### src/rtl/spi_slave_if.sv
// rtl/spi_slave_if.sv - SPI slave front end: MOSI frame deserialiser and MISO read-data serialiser
module spi_slave_if #(
    parameter int FRAME_W = 10,
    parameter int TX_W    = 8
) (
    input  logic               clk,
    input  logic               rst,
    input  logic               SS_n,
    input  logic               MOSI,
    output logic               MISO,
    output logic [FRAME_W-1:0] rx_data,
    output logic               rx_valid,
    input  logic [TX_W-1:0]    tx_data,
    input  logic               tx_valid
);

    // The counter has to reach FRAME_W-1 while receiving and TX_W-1 while sending.
    localparam int CNT_W = $clog2((FRAME_W > TX_W ? FRAME_W : TX_W) + 1);

    typedef enum logic [2:0] {
        IDLE,
        CHK_CMD,
        WRITE,
        READ_ADD,
        READ_DATA,
        WAIT_TX,
        SEND,
        DONE
    } state_t;

    state_t             state;
    state_t             next_state;
    logic [CNT_W-1:0]   bit_cnt;
    logic [FRAME_W-2:0] shift_in;
    logic [TX_W-2:0]    tx_shift;
    logic               rd_addr_seen;
    logic               frame_last;
    logic               send_last;

    assign frame_last = (bit_cnt == CNT_W'(FRAME_W - 1));
    assign send_last  = (bit_cnt == CNT_W'(TX_W - 1));

    // State register; reset wins over everything.
    always_ff @(posedge clk) begin
        if (rst) begin
            state <= IDLE;
        end else begin
            state <= next_state;
        end
    end

    // Next-state logic; SS_n high aborts from any state.
    always_comb begin
        next_state = state;
        if (SS_n) begin
            next_state = IDLE;
        end else begin
            case (state)
                IDLE:      next_state = CHK_CMD;
                CHK_CMD:   next_state = MOSI ? (rd_addr_seen ? READ_DATA : READ_ADD) : WRITE;
                WRITE:     if (frame_last) next_state = DONE;
                READ_ADD:  if (frame_last) next_state = DONE;
                READ_DATA: if (frame_last) next_state = WAIT_TX;
                WAIT_TX:   if (tx_valid) next_state = SEND;
                SEND:      if (send_last) next_state = DONE;
                DONE:      next_state = DONE;
                default:   next_state = IDLE;
            endcase
        end
    end

    // Datapath: frame shift-in, rx strobe, read-address tracking and MISO shift-out.
    always_ff @(posedge clk) begin
        if (rst) begin
            bit_cnt      <= '0;
            shift_in     <= '0;
            tx_shift     <= '0;
            rx_data      <= '0;
            rx_valid     <= 1'b0;
            MISO         <= 1'b0;
            rd_addr_seen <= 1'b0;
        end else begin
            rx_valid <= 1'b0;
            MISO     <= 1'b0;
            if (SS_n) begin
                bit_cnt <= '0;
            end else begin
                case (state)
                    WRITE, READ_ADD, READ_DATA: begin
                        if (frame_last) begin
                            rx_data  <= {shift_in, MOSI};
                            rx_valid <= 1'b1;
                            bit_cnt  <= '0;
                            if (state == READ_ADD) begin
                                rd_addr_seen <= 1'b1;
                            end
                            if (state == READ_DATA) begin
                                rd_addr_seen <= 1'b0;
                            end
                        end else begin
                            shift_in <= {shift_in[FRAME_W-3:0], MOSI};
                            bit_cnt  <= bit_cnt + CNT_W'(1);
                        end
                    end
                    WAIT_TX: begin
                        // The latching edge already presents the MSB on MISO.
                        if (tx_valid) begin
                            tx_shift <= tx_data[TX_W-2:0];
                            MISO     <= tx_data[TX_W-1];
                            bit_cnt  <= '0;
                        end
                    end
                    SEND: begin
                        if (send_last) begin
                            bit_cnt <= '0;
                        end else begin
                            MISO     <= tx_shift[TX_W-2];
                            tx_shift <= {tx_shift[TX_W-3:0], 1'b0};
                            bit_cnt  <= bit_cnt + CNT_W'(1);
                        end
                    end
                    default: begin
                        bit_cnt <= '0;
                    end
                endcase
            end
        end
    end

endmodule
### config.mk
export PLATFORM = sky130hd
export DESIGN_NAME = spi_slave_if
export DESIGN_NICKNAME = d
export VERILOG_FILES = /design/src/rtl/spi_slave_if.sv
export SDC_FILE = /design/constraint.sdc
export NUM_CORES = 1
export LEC_CHECK = 0
export BUFFER_PORTS_ARGS = -buffer_cell sky130_fd_sc_hd__buf_2
export CAP_MARGIN = 20
export CORE_MARGIN = 1
export CORE_UTILIZATION = 49
export CTS_CLUSTER_DIAMETER = 120
export DETAILED_ROUTE_END_ITERATION = 10
export PLACE_DENSITY = 0.73
export SLEW_MARGIN = 20
export SYNTH_ARGS = -nofsm -noshare
export SYNTH_HDL_FRONTEND = slang
export SYNTH_SLANG_ARGS = --single-unit
### constraint.sdc
create_clock -name clk -period 1.44 [get_ports clk]
set_input_delay 0.216 -clock clk [delete_from_list [all_inputs] [get_ports clk]]
set_output_delay 0.216 -clock clk [all_outputs]
set_load 0.02 [all_outputs]
* After elaboration in Yosys (flattened, before gate mapping)
Index checks and enable logic that the tools add are counted.
W data, S select, Z words.
** Word-level totals
- Bits of input ports :: 13
- Register bits after elaboration :: 36
- Output and inout port bits :: 12
- Logic and storage cells :: 58
** Operators by class
- Eq/ne operators :: 14
- Mux-type cells :: 20
- Bitwise operators :: 3
- Reductions and logical operators :: 12
- Add/sub/neg operators :: 1
** Operator list (number)
- $pmux W3 S7 :: 1
- $mux W3 :: 6
- $mux W7 :: 2
- $pmux W7 S2 :: 1
- $eq A3 B3 Y1 const B :: 4
- $mux W4 :: 3
- $pmux W4 S3 :: 1
- $reduce_and A4 Y1 :: 3
- $ne A2 B2 Y1 const B :: 4
- $eq A3 B2 Y1 const B :: 2
- $reduce_and A3 Y1 :: 2
- $reduce_or A3 Y1 :: 2
- $mux W1 :: 5
- $add A4 B1 Y4 const B :: 1
- $eq A4 B3 Y1 const B :: 1
- $eq A4 B4 Y1 const B :: 1
- $reduce_bool A2 Y1 :: 2
- $reduce_or A2 Y1 :: 2
- $eq A3 B1 Y1 const B :: 1
- $logic_not A3 Y1 :: 1
- $not A1 Y1 :: 3
- $ne A2 B1 Y1 const B :: 1
- $pmux W1 S2 :: 1

* Logic depth before layout (Yosys ltp)
- Depth in word-level cells :: 4
- Depth in mapped cells :: 7
- Depth with buffers taken out :: 6

* Worst setup path after synthesis
No wires, ideal clock.
- Kind :: reg-to-reg
- Start point :: register bit_cnt[0]
- End point :: register rx_data[0]
- Arrival :: 1470 ps
- Period minus slack after synthesis :: 1598 ps
- Stages on the path, launching flop included :: 7
- Setup slack :: -158 ps
- Buffers on the path :: 1
- Setup time :: 128 ps
- Required time :: 1312 ps
- Cell sequence :: dfxtp_1 -> ha_1 -> nor4bb_1 -> a21bo_2 -> buf_6 -> mux2i_1 -> nor2_1
** Between the ends
- Word-level cells in the longest chain between the ends :: 2
** RTL lines
- start: declaration :: line 33 : logic [CNT_W-1:0] bit_cnt;
- start signal: assignment :: line 102 : bit_cnt <= bit_cnt + CNT_W'(1);
- start signal: assignment :: line 119 : bit_cnt <= bit_cnt + CNT_W'(1);
- $eq A4 B4 Y1 :: line 40 : assign frame_last = (bit_cnt == CNT_W'(FRAME_W - 1));
- $reduce_and A3 Y1 (no source line)
- end signal: assignment :: line 91 : rx_data <= {shift_in, MOSI};
- end: declaration :: line 11 : output logic [FRAME_W-1:0] rx_data,
No other way between the ends.
A chain may end at the register's enable or synchronous reset.

* Worst setup path in the final report
- Start point :: register state[1]
- End point :: register shift_in[8]
** Between the ends
- Word-level cells in the longest chain between the ends :: 3
- Elaborated cells on any way between the ends :: 5
- Those cells by class :: eq/ne: 3; reduce/logical: 2
** RTL lines
- start: declaration :: line 31 : state_t state;
- start signal: assignment :: line 48 : state <= next_state;
- $eq A3 B2 Y1 or $eq A3 B3 Y1 (tied branches) :: line 88 : case (state)
- $reduce_or A3 Y1 * :: line 88
- $reduce_and A3 Y1 (no source line) *
- end signal: assignment :: line 101 : shift_in <= {shift_in[FRAME_W-3:0], MOSI};
- end: declaration :: line 34 : logic [FRAME_W-2:0] shift_in;
Mark *: on every way between the ends. The rest lies on a longest branch, timed or not.

==> metrics.yaml <==
outcome: "finished with violations"
violations: "setup timing"
leakage_nw: 0.899
cp_max_fo: 5
ys.warnings.count: 0
dr.pass1.iters: 4
path_clk_slew_ns: 0.11
path_cells: "or3b_4 > a211oi_4 > buf_6 > mux2i_1 > nor2_1"
path_buf_inv: 1
hp-class: "in -> reg"
fin_nets: 226
antenna_found_initial: 0
antenna_cells: 0
synth.avg_cell_area_um2: 9.30
areaGrowthSynthToFinish_pct: 30.4
insertion_delay_ns: 0.34
cp-startpoint: "state[1]"
final_cells: 256
worstMarginPinSlew_ns: 0.310
clock_sinks: 36
io_pins: 25
htreeDepth: 2
min_from: "tx_data[7]"
power.density_nw_per_um2: 809
final_cell_mix: "dfxtp_1 (33), nor2_1 (32), buf_2 (24)"
postRouteAntennaNets: 0
start_kind: "flop"
finalCriticalPeriod_ns: 1.57
cts_tree: "yes"
grt_pass1_wl_mm: 5.75
dieHeight_um: 58.6
root_buffer: "clkbuf_4"
slew_headroom_pct: 79.3
routabilityCongestion: 0.777
vias_per_cell: 5.37
timing.hold.ws_ns: 0.122
hold_buffers: 0
numCtsBuffers: 5
critPathMaxStageDelay_ns: 0.42
die_area_um2: 3440
drive_above_1_share_pct: 35.4
critical-path-top-delay-family: "simple AND/OR/NAND/NOR gates"
drt_iter0_markers: 65
drcViolationCount: 0
fmax_mhz: 636
reg2regPathDepth: 5
placed_cells: 242
die_x_um: 58.6
final_hold_viol_count: 0
maxCapViolations: 0
wl_per_cell_um: 13.9
hpwl_mm: 2.24
vias: 1374
netlist_instances: 169
routed_wl_mm: 3.57
grt_use_total_pct: 22.5
clk_path_buf_depth: 2
initial_core_util_pct: 51.5
worstPathArrival_ns: 1.81
grt_pass1_vias: 1290
io_buffers: 24
fin_util_pct: 67.1
grt_overflow: 0
r2r-start: "state[1]"
grt_max_degree: 19
cp_slowest_cell: "or3b_4"
setup_viol: 32
crit_required_ns: 1.68
slew_viol_final: 0
core_um2: 3050
syn-cell-area_um2: 1570
worstHoldPathCells: 3
post-route-period-util_pct: 109
final_common_cell: "dfxtp_1"
rsz0062_at_grt: "true"
synth_nets: 184
ys_seq_elements: 36
worst_clock_skew_ns: 0.00894
end_kind: "flop"
num_rows: 20
worst-setup-path-type: "reg -> reg"
vdd_drop_max_uv: 522
critical_path_depth: 5
nFillCells: 262
synthDistinctLibCells: 36
seq_area_frac_synth_pct: 45.9
fin_ws_ns: -0.133
[per-layer routing]
metal / GRT usage, % / vias to the layer above / wire [um] / part of all wire [%]
met3: 6.59 / 9 / 121 / 3.4
met2: 39.1 / 31 / 1830 / 51
met4: 10.9 / 0 / 82 / 2.3
met5: 0 / - / 0 / 0
met1: 25.1 / 661 / 1530 / 43
li1: - / 673 / - / -
[cells in the mapped netlist, drive strengths merged]
library cell / n / area [um^2]
nand4bb: 1 / 11.3
or2: 2 / 12.5
clkbuf: 4 / 15.0
a311oi: 6 / 52.6
o21bai: 1 / 7.51
nor2: 33 / 124
nor2b: 2 / 12.5
inv: 4 / 15.0
a31oi: 3 / 18.8
a22o: 2 / 17.5
nor3: 3 / 15.0
buf: 6 / 53.8
a21oi: 5 / 25.0
nor3b: 3 / 22.5
and4bb: 1 / 12.5
or3b: 1 / 11.3
o32ai: 1 / 8.76
o22ai: 3 / 25.0
and3b: 2 / 17.5
dfxtp: 36 / 721
a2bb2oi: 1 / 8.76
and2: 1 / 6.26
a211oi: 1 / 12.5
a22oi: 1 / 7.51
nand2b: 2 / 12.5
nand4b: 1 / 8.76
ha: 2 / 25.0
a21bo: 1 / 10.0
mux2i: 19 / 190
nand3b: 1 / 7.51
nand3: 2 / 10.0
nor4bb: 1 / 10.0
nand2: 17 / 63.8
[layout make-up]
type,instances,area (um^2),share of cell area [%]
multi-input combinational,119,868,42.4
clock buffer,7,45.0,2.20
inverter,4,15.0,0.733
tap,44,55.1,2.69
timing repair buffer,45,330,16.1
clock inverter,1,8.76,0.427
sequential,36,727,35.5
[cells by family after synthesis]
| logic type | count (synthesis) | synth area share (%) |
|---|---|---|
| fa+ha+maj | 2 | 1.59 |
| simple gates | 73 | 22.8 |
| mux | 19 | 12.1 |
| buf+inv | 14 | 5.33 |
| flops | 36 | 45.9 |
| compound gates | 25 | 12.3 |
[metrics by stage]
stage | area, um^2 | power [mW] | setup slack [ns] | setup TNS (ns)
after floorplan | 1600 | 1.09 | -0.0837 | -1.39
after global placement | 1830 | 1.12 | -0.0319 | -0.339
after global routing | 2050 | 1.73 | -0.228 | -4.58
after detailed placement | 1830 | 1.13 | -0.139 | -1.44
final | 2050 | 1.66 | -0.133 | -1.99
after CTS | 1990 | 1.66 | -0.110 | -1.36
[flip-flops by register name, summed over array words and instances (netlist names)]
register and flops:
MISO 1, bit_cnt 4, rd_addr_seen 1, rx_data 10
rx_valid 1, shift_in 9, state 3, tx_shift 7
[power breakdown]
part	switching [mW]	internal, mW	leakage [nW]
logic	0.0657	0.0520	0.578
clock network	0.340	0.196	0.0295
registers	0.00408	1.00	0.292
[tightest hold or removal path: cells and delay by family]
| kind | cells | cell delay (ns) |
|---|---|---|
| buf+inv | 1 | 0.07 |
| compound gates | 1 | 0.06 |
| simple gates | 1 | 0.08 |
[what timing repair did]
action | CTS | global route
setup buffers | 4 | 2
cloned | 2 | 0
setup endpoints to repair | 30 | 34
gates resized for setup | 12 | 11
pin swaps | 4 | 8
[worst paths after layout]
kind | slack [ns] | end
setup / recovery | -0.13 | shift_in[8]
hold / removal | 0.12 | MISO
setup reg to reg | -0.13 | shift_in[8]
hold reg to reg | 0.49 | tx_shift[5]
(Power assumes the default switching activity.)
